### src/rtl/pcs_rx_block_lock.sv
// ============================================================================
// Module   : pcs_rx_block_lock
// Purpose  : 10GBASE-R RX 64b/66b block synchronizer. It hunts for sync-header
//            alignment, slips the GT, declares lock and forwards aligned blocks.
//            Optional hi-BER monitor: define PCS_HI_BER_EN.
// Revision : 1.0 - initial release
// ============================================================================
`default_nettype none

module pcs_rx_block_lock #(
    parameter int SH_CNT_MAX  = 64,
    parameter int INVALID_MAX = 16,
    parameter int SLIP_WAIT   = 32
`ifdef PCS_HI_BER_EN
    ,
    parameter int BER_WINDOW  = 19531,
    parameter int BER_THRESH  = 16
`endif
) (
    input  logic        clk,
    input  logic        rst_n,
    input  logic        rx_valid,
    input  logic [1:0]  rx_header,
    input  logic [63:0] rx_data,
    output logic        rx_slip,
    output logic        block_lock,
    output logic        out_valid,
    output logic [1:0]  out_header,
    output logic [63:0] out_data
`ifdef PCS_HI_BER_EN
    ,
    output logic        hi_ber
`endif
);

    localparam int CW = $clog2(SH_CNT_MAX + 1);
    localparam int WW = $clog2(SLIP_WAIT + 1);
    localparam logic [CW-1:0] C_SH_LAST   = CW'(SH_CNT_MAX - 1);
    localparam logic [CW-1:0] C_INV_LAST  = CW'(INVALID_MAX - 1);
    localparam logic [WW-1:0] C_WAIT_LAST = WW'(SLIP_WAIT - 1);

    typedef enum logic [1:0] {
        ST_HUNT      = 2'd0,
        ST_SLIP_WAIT = 2'd1,
        ST_LOCKED    = 2'd2
    } state_t;

    state_t        r_state;
    state_t        w_state_nxt;
    logic [CW-1:0] r_sh_cnt;
    logic [CW-1:0] w_sh_cnt_nxt;
    logic [CW-1:0] r_inv_cnt;
    logic [CW-1:0] w_inv_cnt_nxt;
    logic [WW-1:0] r_wait_cnt;
    logic [WW-1:0] w_wait_cnt_nxt;
    logic          w_slip_nxt;
    logic          w_lock_nxt;
    logic          w_hdr_ok;

    // Only 01 and 10 are legal sync headers.
    assign w_hdr_ok = rx_header[1] ^ rx_header[0];

    always_ff @(posedge clk) begin
        if (!rst_n) begin
            r_state    <= ST_HUNT;
            r_sh_cnt   <= '0;
            r_inv_cnt  <= '0;
            r_wait_cnt <= '0;
            rx_slip    <= 1'b0;
            block_lock <= 1'b0;
        end else begin
            r_state    <= w_state_nxt;
            r_sh_cnt   <= w_sh_cnt_nxt;
            r_inv_cnt  <= w_inv_cnt_nxt;
            r_wait_cnt <= w_wait_cnt_nxt;
            rx_slip    <= w_slip_nxt;
            block_lock <= w_lock_nxt;
        end
    end

    always_comb begin
        w_state_nxt    = r_state;
        w_sh_cnt_nxt   = r_sh_cnt;
        w_inv_cnt_nxt  = r_inv_cnt;
        w_wait_cnt_nxt = r_wait_cnt;
        w_slip_nxt     = 1'b0;
        w_lock_nxt     = block_lock;

        case (r_state)
            ST_HUNT: begin
                w_lock_nxt = 1'b0;
                if (rx_valid) begin
                    if (!w_hdr_ok) begin
                        w_slip_nxt     = 1'b1;
                        w_sh_cnt_nxt   = '0;
                        w_inv_cnt_nxt  = '0;
                        w_wait_cnt_nxt = '0;
                        w_state_nxt    = ST_SLIP_WAIT;
                    end else if (r_sh_cnt == C_SH_LAST) begin
                        w_lock_nxt    = 1'b1;
                        w_sh_cnt_nxt  = '0;
                        w_inv_cnt_nxt = '0;
                        w_state_nxt   = ST_LOCKED;
                    end else begin
                        w_sh_cnt_nxt = r_sh_cnt + 1'b1;
                    end
                end
            end

            // Counts every cycle, valid or not, so the GT has time to settle.
            ST_SLIP_WAIT: begin
                w_lock_nxt = 1'b0;
                if (r_wait_cnt == C_WAIT_LAST) begin
                    w_wait_cnt_nxt = '0;
                    w_sh_cnt_nxt   = '0;
                    w_inv_cnt_nxt  = '0;
                    w_state_nxt    = ST_HUNT;
                end else begin
                    w_wait_cnt_nxt = r_wait_cnt + 1'b1;
                end
            end

            ST_LOCKED: begin
                w_lock_nxt = 1'b1;
                if (rx_valid) begin
                    w_sh_cnt_nxt = r_sh_cnt + 1'b1;
                    if (!w_hdr_ok) begin
                        w_inv_cnt_nxt = r_inv_cnt + 1'b1;
                    end
                    // Loss of lock wins over the end-of-window clear.
                    if (!w_hdr_ok && (r_inv_cnt == C_INV_LAST)) begin
                        w_lock_nxt     = 1'b0;
                        w_slip_nxt     = 1'b1;
                        w_sh_cnt_nxt   = '0;
                        w_inv_cnt_nxt  = '0;
                        w_wait_cnt_nxt = '0;
                        w_state_nxt    = ST_SLIP_WAIT;
                    end else if (r_sh_cnt == C_SH_LAST) begin
                        w_sh_cnt_nxt  = '0;
                        w_inv_cnt_nxt = '0;
                    end
                end
            end

            default: begin
                w_lock_nxt     = 1'b0;
                w_sh_cnt_nxt   = '0;
                w_inv_cnt_nxt  = '0;
                w_wait_cnt_nxt = '0;
                w_state_nxt    = ST_HUNT;
            end
        endcase
    end

    always_ff @(posedge clk) begin
        if (!rst_n) begin
            out_valid  <= 1'b0;
            out_header <= 2'b00;
            out_data   <= 64'd0;
        end else begin
            out_valid  <= rx_valid & block_lock;
            out_header <= rx_header;
            out_data   <= rx_data;
        end
    end

`ifdef PCS_HI_BER_EN
    localparam int BWW = (BER_WINDOW > 1) ? $clog2(BER_WINDOW) : 1;
    localparam int BCW = $clog2(BER_THRESH + 1);
    localparam logic [BWW-1:0] C_WIN_LAST   = BWW'(BER_WINDOW - 1);
    localparam logic [BCW-1:0] C_BER_THRESH = BCW'(BER_THRESH);

    logic [BWW-1:0] r_win_cnt;
    logic [BCW-1:0] r_ber_cnt;
    logic [BCW-1:0] w_ber_sum;
    logic           w_ber_inc;

    // Saturating sum including the current header, so a window-end hit counts.
    assign w_ber_inc = rx_valid & ~w_hdr_ok & (r_ber_cnt != C_BER_THRESH);
    assign w_ber_sum = r_ber_cnt + BCW'(w_ber_inc);

    always_ff @(posedge clk) begin
        if (!rst_n) begin
            r_win_cnt <= '0;
            r_ber_cnt <= '0;
            hi_ber    <= 1'b0;
        end else if (r_win_cnt == C_WIN_LAST) begin
            r_win_cnt <= '0;
            r_ber_cnt <= '0;
            hi_ber    <= (w_ber_sum >= C_BER_THRESH);
        end else begin
            r_win_cnt <= r_win_cnt + 1'b1;
            r_ber_cnt <= w_ber_sum;
        end
    end
`endif

endmodule

`default_nettype wire

### config.mk
export PLATFORM = sky130hd
export DESIGN_NAME = pcs_rx_block_lock
export DESIGN_NICKNAME = d
export VERILOG_FILES = /design/src/rtl/pcs_rx_block_lock.sv
export SDC_FILE = /design/constraint.sdc
export NUM_CORES = 1
export LEC_CHECK = 0
export CORE_AREA = 2 2 87 89
export DETAILED_ROUTE_END_ITERATION = 16
export DIE_AREA = 0 0 89 91
export GPL_TIMING_DRIVEN = 0
export PLACE_DENSITY = 0.82
export SETUP_SLACK_MARGIN = 0.3
export SLEW_MARGIN = 10
export SYNTH_ARGS = -nofsm -noshare
export SYNTH_HDL_FRONTEND = slang
export SYNTH_SLANG_ARGS = --single-unit
### constraint.sdc
create_clock -name clk -period 4.3 [get_ports clk]
set_input_delay 0.86 -clock clk [delete_from_list [all_inputs] [get_ports clk]]
set_output_delay 0.86 -clock clk [all_outputs]
set_load 0.05 [all_outputs]
Word level (Yosys, flattened, before mapping)
Index checks and enable logic that the tools add are counted.
{ "totals": {"register_bits": 91, "inputBits": 69, "elab_cells": 72} }
{ "classes": {"n_reduce_logical": 7, "n_addsub": 3, "bitwise": 2, "n_mux": 39, "eq_ne": 12} }
{ "op_table": {"columns": ["cell", "n"], "rows": [
  ["7-bit two-way mux", 13],
  ["7-bit case mux with 3 select lines", 2],
  ["6-bit two-way mux", 5],
  ["6-bit case mux with 3 select lines", 1],
  ["7-bit by 1-bit adder with 7-bit output, second input constant", 2],
  ["2-bit two-way mux", 6],
  ["2-bit != test, second input constant", 5],
  ["5-bit AND reduction", 2],
  ["1-bit two-way mux", 9],
  ["7-bit by 4-bit == test with 1-bit output, second input constant", 1],
  ["7-bit by 6-bit == test with 1-bit output, second input constant", 1],
  ["6-bit by 1-bit adder with 6-bit output, second input constant", 1],
  ["6-bit by 5-bit == test with 1-bit output, second input constant", 1],
  ["2-bit case mux with 3 select lines", 1],
  ["4-bit != test, second input constant", 1],
  ["1-bit case mux with 2 select lines", 2],
  ["4-bit AND reduction", 1],
  ["3-bit != test, second input constant", 1],
  ["3-bit AND reduction", 1],
  ["2-bit by 1-bit == test with 1-bit output, second input constant", 1],
  ["2-bit == test, second input constant", 1],
  ["2-bit logical NOT", 1],
  ["1-bit AND", 1],
  ["1-bit logical AND", 1],
  ["2 further kinds", 2]
]} }

Longest topological paths before layout
Gate-level depths: netlist (run 1).
{ "depth": {"word_depth": 6, "ltp_mapped": 6} }

Worst setup path after synthesis (run 1)
No wires, ideal clock.
{ "synth_path": {"kind": "input-to-reg", "start": "input port rst_n", "end": "register r_inv_cnt[2]", "setup_slack_ns": 2.410, "n_path_buf": 1, "t_arrival_ns": 1.816, "path_stages": 6, "path_cell_list": "buf_2 nor2b_1 o211ai_1 nor4_1 nand2_1 o21ai_0"} }
{ "synth_rtl": {"columns": ["element", "line_no", "source"], "rows": [
  ["from (decl)", "21", "input logic rst_n,"],
  ["to (signal assigned)", "74", "r_inv_cnt <= w_inv_cnt_nxt;"],
  ["to (decl)", "52", "logic [CW-1:0] r_inv_cnt;"]
]} }

Final worst setup path (run 1)
{ "layout_path": {"start": "register block_lock", "end": "output port block_lock"} }
{ "layout_rtl": {"columns": ["element", "line_no", "source"], "rows": [
  ["from (decl)", "26", "output logic block_lock,"],
  ["from (signal assigned)", "77", "block_lock <= w_lock_nxt;"]
]} }
No word-level cell between the ends.

==> metrics, run 1 <==
RSZ-0062 raised after global routing false; r2r worst-path depth 6; Final ANT Viol Nets 0; # resized after CTS 0; area grow syn2layout 54.4%; total track usage 19.7%; drt drc 0; Root Buffer clkbuf_8; Via density about 4.7; power per cell area 372 nW/um^2; worst-margin pin slew 0.599 ns; status finished, final reports clean; post-synthesis net count 371; Setup CP Type register to output port; top cell family by delay on the critical path buffers and inverters; final instance area between 4000 and 5000 um^2; Yosys cell types 37; CP endpoint block_lock; crit share post-route 55.1%; placed cell count ~530; ys flop type dfxtp_1; register share of total power 50.9%; max incr delay on CP 0.82 ns; highest-delay cell along the critical path clkdlybuf4s50_1; Synth async-reset ratio 0%; crit path from block_lock; final worst slack around 1.9 ns; Num CTS Buffers 9; n_diodes 0; CP Data Arrival Time approximately 1.5 ns; number of global-route vias before repair 2435; Reg clk slew, reported paths 0.09 ns; P_int 1.25 mW; GPL Wtd Cong 0.805; core area 7140 um^2; Setup TNS 0 ns; placed cell area 4540 um^2; Sw Ratio 28.7%; Starting Density 42.8%; row cnt 31; clk_lat worst skew 0.36 ns; die area around 8100 um^2; worst slack, placed 1.68 ns; Nets 518; final setup vio count 0; gr busiest metal met2; most frequent cells in the layout 136 x clkdlybuf4s50_1, 91 x dfxtp_1, 68 x and2_1; IO Count between 100 and 150; Mapped Cells about 300; sequential area share after synthesis 59.6%; clk sink count 91; Worst path depth 1; top cells by area, synth dfxtp_1 60%, and2_1 14%, nand3_1 2.6%, o21ai_0 2.3%, nor2_1 2.1%; Clock Path Buffers 2; post-layout min period 2.37 ns; non-filler cells, final 550; NetSw between 500 and 600 uW; Worst Skew 0.0115 ns; Hold-fix buffers, CTS 0; largest net degree at the start of global routing 16; DRT Pass-1 Iters 4; M2 GR Usage 33.3%; WP buf/inv 1; Setup crit start kind register; Avg Cell Area, Syn 10.2 um^2; largest area contributor in the netlist dfxtp_1; commonest non-fill, non-tap cell in the layout clkdlybuf4s50_1; r2r startpoint r_inv_cnt[0]; Max-slew headroom 60.0%; Die Ht 91 um; wire per inst 14.1 um; Critical Path Fanout Max 2; initial antenna violation count 0; synthesized cell area between 3000 and 4000 um^2; maximum VDD drop 149 uV; Final Hold Viols 0; crit path capture type output port; met3 Resource Use GR 6.45%; Die W 89 um; first-pass GRT wire length 12300 um; Max Cap Viol 0; WP data required roughly 3.4 ns; cell chain of the critical path clkdlybuf4s50_1; CTS tree yes; share of cells above drive strength 1 ~6.2%; Max Slew Vio Count 0; Static Leak 1.80 nW; endpoint of the worst register-to-register path r_sh_cnt[6]; Gate power share 19.0%; yosys warns 0; register-to-register setup slack 2.34 ns; postcts setup bufs 0; top achievable clock speed 422 MHz; total number of vias 2569; top cell type's share of synthesized area 59.6%; Clk pwr share 30.0%; Worst Hold Class register to register; gr ovfl total 0; Routed WL 7760 um; GR Util met1 between 20% and 30%; #FFs+latches synth 91; port bufs 136; DP HPWL a little under 6000 um; Initial DRC Count between 100 and 150; number of flops mapped to enable cells by yosys 0; CTS H-tree depth 3
## cells in the mapped netlist (5+ instances only)
| master | instances |
|---|---|
| o21ai_0 | 14 |
| xnor2_1 | 5 |
| clkbuf_1 | 9 |
| dfxtp_1 | 91 |
| nor2_1 | 17 |
| a21oi_1 | 9 |
| nand3_1 | 16 |
| nor3_1 | 6 |
| nand2_1 | 15 |
| and2_1 | 68 |
## state kept, by name, summed over array words and instances, names as in the netlist
register    cells
block_lock      1
out_data       64
out_header      2
out_valid       1
r_inv_cnt       7
r_sh_cnt        7
r_state         2
r_wait_cnt      6
rx_slip         1
## final cells by class
class	count	area [um^2]
timing repair buffer	136	1360
buffer	11	43.8
inverter	3	11.3
clock inverter	5	37.5
sequential	91	1820
multi-input combinational	194	1180
fill	545	2410
clock buffer	11	141
tap	99	124
## per-stage QoR
step / util [%] / hold slack, ns / total power, mW
after floorplan: - / 0.425 / 1.10
after global placement: 63.7 / 0.433 / 1.24
after detailed placement: 63.7 / 0.446 / 1.25
after CTS: 66.2 / 0.459 / 1.77
after global routing: 66.2 / 0.486 / 1.83
final: 66.2 / 0.465 / 1.76
## power by group through the flow
stage	registers, mW	logic (mW)	clock network (mW)
finish	0.894	0.334	0.527
global route	0.899	0.353	0.582
CTS	0.895	0.336	0.540
detailed placement	0.915	0.333	0
global placement	0.913	0.327	0
floorplan	1.03	0.0693	0
## per-layer routing
layer | part of all wire (%) | up-vias | wire length (um)
met5 | 0 | - | 0
met4 | 2.0 | 0 | 158
met3 | 8.3 | 14 | 642
met2 | 49 | 112 | 3830
met1 | 40 | 1161 | 3130
li1 | - | 1282 | -
## cell families (layout without fill, tap and decap cells)
kind of cell | Yosys count | count (layout) | synth area share (%)
AOI/OAI and AO/OA | 39 | 39 | 8.55
xor gates and xnor gates | 7 | 7 | 2.25
and+or+nand+nor | 145 | 145 | 26.6
DFF | 91 | 91 | 59.6
buffers and inverters | 14 | 166 | 1.80
adders and majority gates | 3 | 3 | 1.23
## worst min path at each step
stage	start	to	cells after the start
floorplan	r_sh_cnt[6]	r_sh_cnt[6]	2
global placement	r_sh_cnt[6]	r_sh_cnt[6]	2
finish	r_sh_cnt[6]	r_sh_cnt[6]	2
detailed placement	r_sh_cnt[6]	r_sh_cnt[6]	2
CTS	r_sh_cnt[6]	r_sh_cnt[6]	2
global route	r_sh_cnt[6]	r_sh_cnt[6]	2
Power figures use the tool's default switching activity.
==> run 2: changes to the inputs <==
--- a/config.mk
+++ b/config.mk
@@ -5,11 +5,11 @@
 export SDC_FILE = /design/constraint.sdc
 export NUM_CORES = 1
 export LEC_CHECK = 0
-export CORE_AREA = 2 2 87 89
+export CORE_AREA = 2 2 94 96
 export DETAILED_ROUTE_END_ITERATION = 16
-export DIE_AREA = 0 0 89 91
+export DIE_AREA = 0 0 96 98
 export GPL_TIMING_DRIVEN = 0
-export PLACE_DENSITY = 0.82
+export PLACE_DENSITY = 0.75
 export SETUP_SLACK_MARGIN = 0.3
 export SLEW_MARGIN = 10
 export SYNTH_ARGS = -nofsm -noshare
==> constraint.sdc (replaced) <==
create_clock -name clk -period 2.15 [get_ports clk]
set_input_delay 0.43 -clock clk [delete_from_list [all_inputs] [get_ports clk]]
set_output_delay 0.43 -clock clk [all_outputs]
set_load 0.05 [all_outputs]
==> run 2 against run 1 <==
  * Clock skew shrank 0.0067 ns
  * Core utilization shrank 9.7 points
  * Final cell count is 2.9% higher
  * Register-to-register slack got worse by 2.0 ns
  * Non-clock buffer count increased by 7
  * Largest power group unchanged
==> metrics, run 2 (synthesized netlist as in run 1, its figures left out) <==
status finished, final reports clean; Num CTS Buffers 9; WP buf/inv 1; CP Data Arrival Time about 2.1 ns; Routed WL 7190 um; Max Cap Viol 0; Critical Path Fanout Max 4; Final ANT Viol Nets 0; Hold Crit Start rx_header[0]; IO Count 138; RSZ-0062 raised after global routing true; Static Leak between 2 and 2.5 nW; share of cells above drive strength 1 9.83%; Nets 526; GR Util met1 16.7%; Initial DRC Count 70; power per cell area 751 nW/um^2; largest net degree at the start of global routing 17; Reg clk slew, reported paths around 0.09 ns; port bufs 136; Setup TNS 0 ns; clk_lat worst skew between 0.3 and 0.4 ns; gr ovfl total 0; top achievable clock speed 549 MHz; PnR Total Power 3.59 mW; max reg flops 64; DP HPWL 5260 um; crit path from r_sh_cnt[0]; crit path capture type register; post-layout min period 1.82 ns; Worst path depth 7; Via density around 4.6; Worst Hold Class input pin to register; core area 8470 um^2; met3 Resource Use GR 5.09%; gr busiest metal met2; r2r startpoint r_sh_cnt[0]; Final Hold Viols 0; final setup vio count 0; maximum VDD drop 363 uV; M2 GR Usage 26.0%; highest-delay cell along the critical path o311ai_4; CTS H-tree depth 3; GPL Wtd Cong 0.876; die area approximately 9400 um^2; cell chain of the critical path ha_2 -> or2b_1 -> o21ai_2 -> buf_4 -> o311ai_4 -> nand2b_1 -> and3_1; crit share post-route 84.7%; commonest non-fill, non-tap cell in the layout dfxtp_1; Worst Skew 0.00479 ns; Max Slew Vio Count 0; initial antenna violation count 0; drt drc 0; non-filler cells, final 566; placed cell area 4550 um^2; total track usage around 15%; max incr delay on CP 0.43 ns; Die W approximately 96 um; n_diodes 0; DRT Pass-1 Iters 4; Root Buffer clkbuf_8; Regs by FF count out_data x64, r_inv_cnt x7, r_sh_cnt x7; area grow syn2layout 56.4%; Setup crit start kind register; total number of vias 2602; final instance area 4780 um^2; Hold-fix buffers, CTS 0; most frequent cells in the layout 89 x dfxtp_1, 69 x dlygate4sd2_1, 68 x and2_1; top cell family by delay on the critical path compound AO/OA/AOI/OAI gates; first-pass GRT wire length 11000 um; worst-margin pin slew 0.523 ns; placed cell count roughly 540; wire per inst approximately 13 um; WP data required 2.40 ns; number of global-route vias before repair 2437; fin util 56.5%; hold depth 2; CTS tree yes; row cnt 34; Die Ht 98 um; most flop-heavy register out_data; Setup CP Type register to register; clk sink count between 90 and 100; Max-slew headroom 65.3%; r2r worst-path depth 7; Clock Path Buffers 2; Starting Density roughly 36%
-- run 2: changes by cell type in the layout (fill, tap and decap cells not counted), sizes merged, moves of 3 or more --
cell	previous run	this run
buf	2	9
clkdlybuf4s50	136	65
dlygate4sd2	0	69
inv	4	7
-- run 2: area by class of cell --
type / instances / area (um^2)
timing repair buffer: 143 / 1330
multi-input combinational: 195 / 1240
sequential: 91 / 1820
inverter: 3 / 11.3
fill: 774 / 3680
tap: 108 / 135
clock buffer: 9 / 124
clock inverter: 6 / 72.6
buffer: 11 / 43.8
-- run 2: what timing repair did --
action | 4_1_cts | 5_1_grt
pin swaps | 1 | 7
setup endpoints to repair | 70 | 14
resized for setup | 69 | 15
buffers inserted | 0 | 7
gates cloned | 0 | 1
-- run 2: per-stage QoR --
stage	worst slack, ns	hold WS, ns
2_1_floorplan	0.515	0.425
3_3_place_gp	0.0283	0.437
3_5_place_dp	-0.0147	0.462
4_1_cts	0.309	0.478
5_1_grt	0.243	0.448
6_report	0.328	0.437
-- run 2: path summary, 6_finish.rpt --
| path | endpoint | slack, ns |
|---|---|---|
| worst min register to register | r_sh_cnt[6] | 0.47 |
| worst max register to register | r_state[0] | 0.33 |
| worst max-delay path | r_state[0] | 0.33 |
| worst min-delay path | out_header[0] | 0.44 |
-- run 2: where the power goes --
part           internal, mW  switching [mW]
registers              1.76          0.0266
clock network         0.550           0.604
logic                 0.259           0.387
total                  2.57            1.02
-- run 2: worst reg2reg max path, cell delays in order, from the launching register on --
cell      delay [ns]
dfxtp_2         0.35
ha_2            0.20
or2b_1          0.23
o21ai_2         0.10
buf_4           0.15
o311ai_4        0.43
nand2b_1        0.09
and3_1          0.17
-- run 2: metal layers --
metal / routed length, um / vias up
met3: 532 / 10
met2: 3580 / 103
met4: 93 / 0
met5: 0 / -
met1: 2990 / 1190
li1: - / 1299
==> run 3: changes to the inputs <==
==> constraint.sdc (replaced) <==
create_clock -name clk -period 1.6 [get_ports clk]
set_input_delay 0.32 -clock clk [delete_from_list [all_inputs] [get_ports clk]]
set_output_delay 0.32 -clock clk [all_outputs]
set_load 0.05 [all_outputs]
==> run 3 against run 2 <==
  * The run now ends with negative setup slack left
  * Cell area increased by 0.63%
  * Final cell count rose by 0.88%
  * Critical path depth fell by 1
  * Highest routed layer unchanged
==> metrics, run 3 (synthesized netlist as in run 1, its figures left out) <==
clk_lat worst skew 0.35 ns; first-pass GRT wire length around 13000 um; row cnt 34; Num CTS Buffers 9; non-filler cells, final approximately 570; worst-margin pin slew 0.478 ns; Starting Density 36.1%; gr ovfl total 0; status finished with violations; Die Ht just under 100 um; DRT Pass-1 Iters 4; placed cell count between 500 and 600; total number of vias 2632; CP Data Arrival Time 1.98 ns; post-layout min period approximately 1.7 ns; wire per inst 14.2 um; maximum VDD drop ~420 uV; Clock Path Buffers 2; final setup vio count 11; RSZ-0062 raised after global routing true; number of global-route vias before repair 2639; Setup TNS -0.421 ns; Final ANT Viol Nets 0; Via density 4.61; power per cell area 1010 nW/um^2; Max-slew headroom 68.0%; PnR Total Power roughly 4.9 mW; Die W 96 um; IO Count 138; Regs by FF count out_data x64, r_inv_cnt x7, r_sh_cnt x7; port bufs 136; Worst Hold Class input pin to register; Final Hold Viols 0; Max Cap Viol 0; final worst slack -0.0947 ns; n_diodes 0; fin util 56.8%; Setup CP Type register to register; largest net degree at the start of global routing 17; Root Buffer clkbuf_8; total track usage 17.0%; failing checks negative setup slack; crit path capture type register; most frequent cells in the layout 81 x dfxtp_1, 68 x and2_1, 64 x clkdlybuf4s50_1; drt drc 0; crit share post-route 106%; Setup crit start kind register; share of cells above drive strength 1 ~34%; Max Slew Vio Count 0; commonest non-fill, non-tap cell in the layout dfxtp_1; Critical Path Fanout Max 6; DP HPWL between 5000 and 6000 um; GPL Wtd Cong between 0.8 and 0.9; layout filler cell count approximately 750; Initial DRC Count 92; die area 9410 um^2; max reg flops 64; most flop-heavy register out_data; top achievable clock speed 590 MHz; core area 8470 um^2; CTS H-tree depth 3; Static Leak 2.02 nW; CTS tree yes; area grow syn2layout 57.4%; Reg clk slew, reported paths roughly 0.090 ns; Nets 530; clk sink count between 90 and 100; initial antenna violation count 0; Worst Skew 0.00804 ns; WP data required around 1.9 ns; Routed WL 8100 um
-- run 3: critical path, stage by stage, from the launching register on --
cell and delay, ns:
dfxtp_4 0.37, ha_4 0.13, or2b_4 0.28, o21ai_4 0.19
a22oi_2 0.16, or3_1 0.36, a21oi_2 0.14
-- run 3: power breakdown --
| group | internal (mW) | leakage [nW] | switching [mW] |
|---|---|---|---|
| registers | 2.37 | 0.758 | 0.0426 |
| clock network | 0.741 | 0.0996 | 0.820 |
| logic | 0.355 | 1.16 | 0.551 |
| total | 3.46 | 2.02 | 1.41 |
-- run 3: area by class of cell --
cell class	count	area, um^2	area share [%]
Buffer	11	50.0	1.04
Clock buffer	10	128	2.65
Clock inverter	6	76.3	1.59
Inverter	3	11.3	0.234
Multi-Input combinational cell	195	1450	30.1
Sequential cell	91	1840	38.3
Tap cell	108	135	2.81
Timing Repair Buffer	147	1120	23.3
-- run 3: metrics by stage --
stage / cell area [um^2] / hold slack [ns] / setup slack [ns]
3_5_place_dp: 4590 / 0.459 / -0.501
5_1_grt: 4810 / 0.379 / -0.130
6_report: 4810 / 0.346 / -0.0947
4_1_cts: 4720 / 0.351 / -0.0673
3_3_place_gp: 4590 / 0.434 / -0.436
2_1_floorplan: 3100 / 0.425 / 0.0508
-- run 3: what timing repair did --
item                       4_1_cts  5_1_grt
setup buffers                   10        1
hold buffers                     0        0
gates resized for setup        389       28
cloned                           1        0
setup endpoints to repair       93       31
pin swaps                       31       10
-- run 3: path summary, 6_finish.rpt --
path / depth (start not counted) / slack (ns) / endpoint / start
hold reg to reg: 2 / 0.47 / r_sh_cnt[6] / r_sh_cnt[6]
setup / recovery: 6 / -0.09 / r_inv_cnt[3] / r_sh_cnt[0]
hold / removal: 3 / 0.35 / r_sh_cnt[0] / rst_n
setup reg to reg: 6 / -0.09 / r_inv_cnt[3] / r_sh_cnt[0]
-- run 3: layer usage --
| layer | global-route usage [%] | wire (um) |
|---|---|---|
| met1 | 19.3 | 3230 |
| met2 | 30.5 | 4160 |
| met3 | 4.40 | 589 |
| met4 | 5.38 | 121 |
| met5 | 0 | 0 |
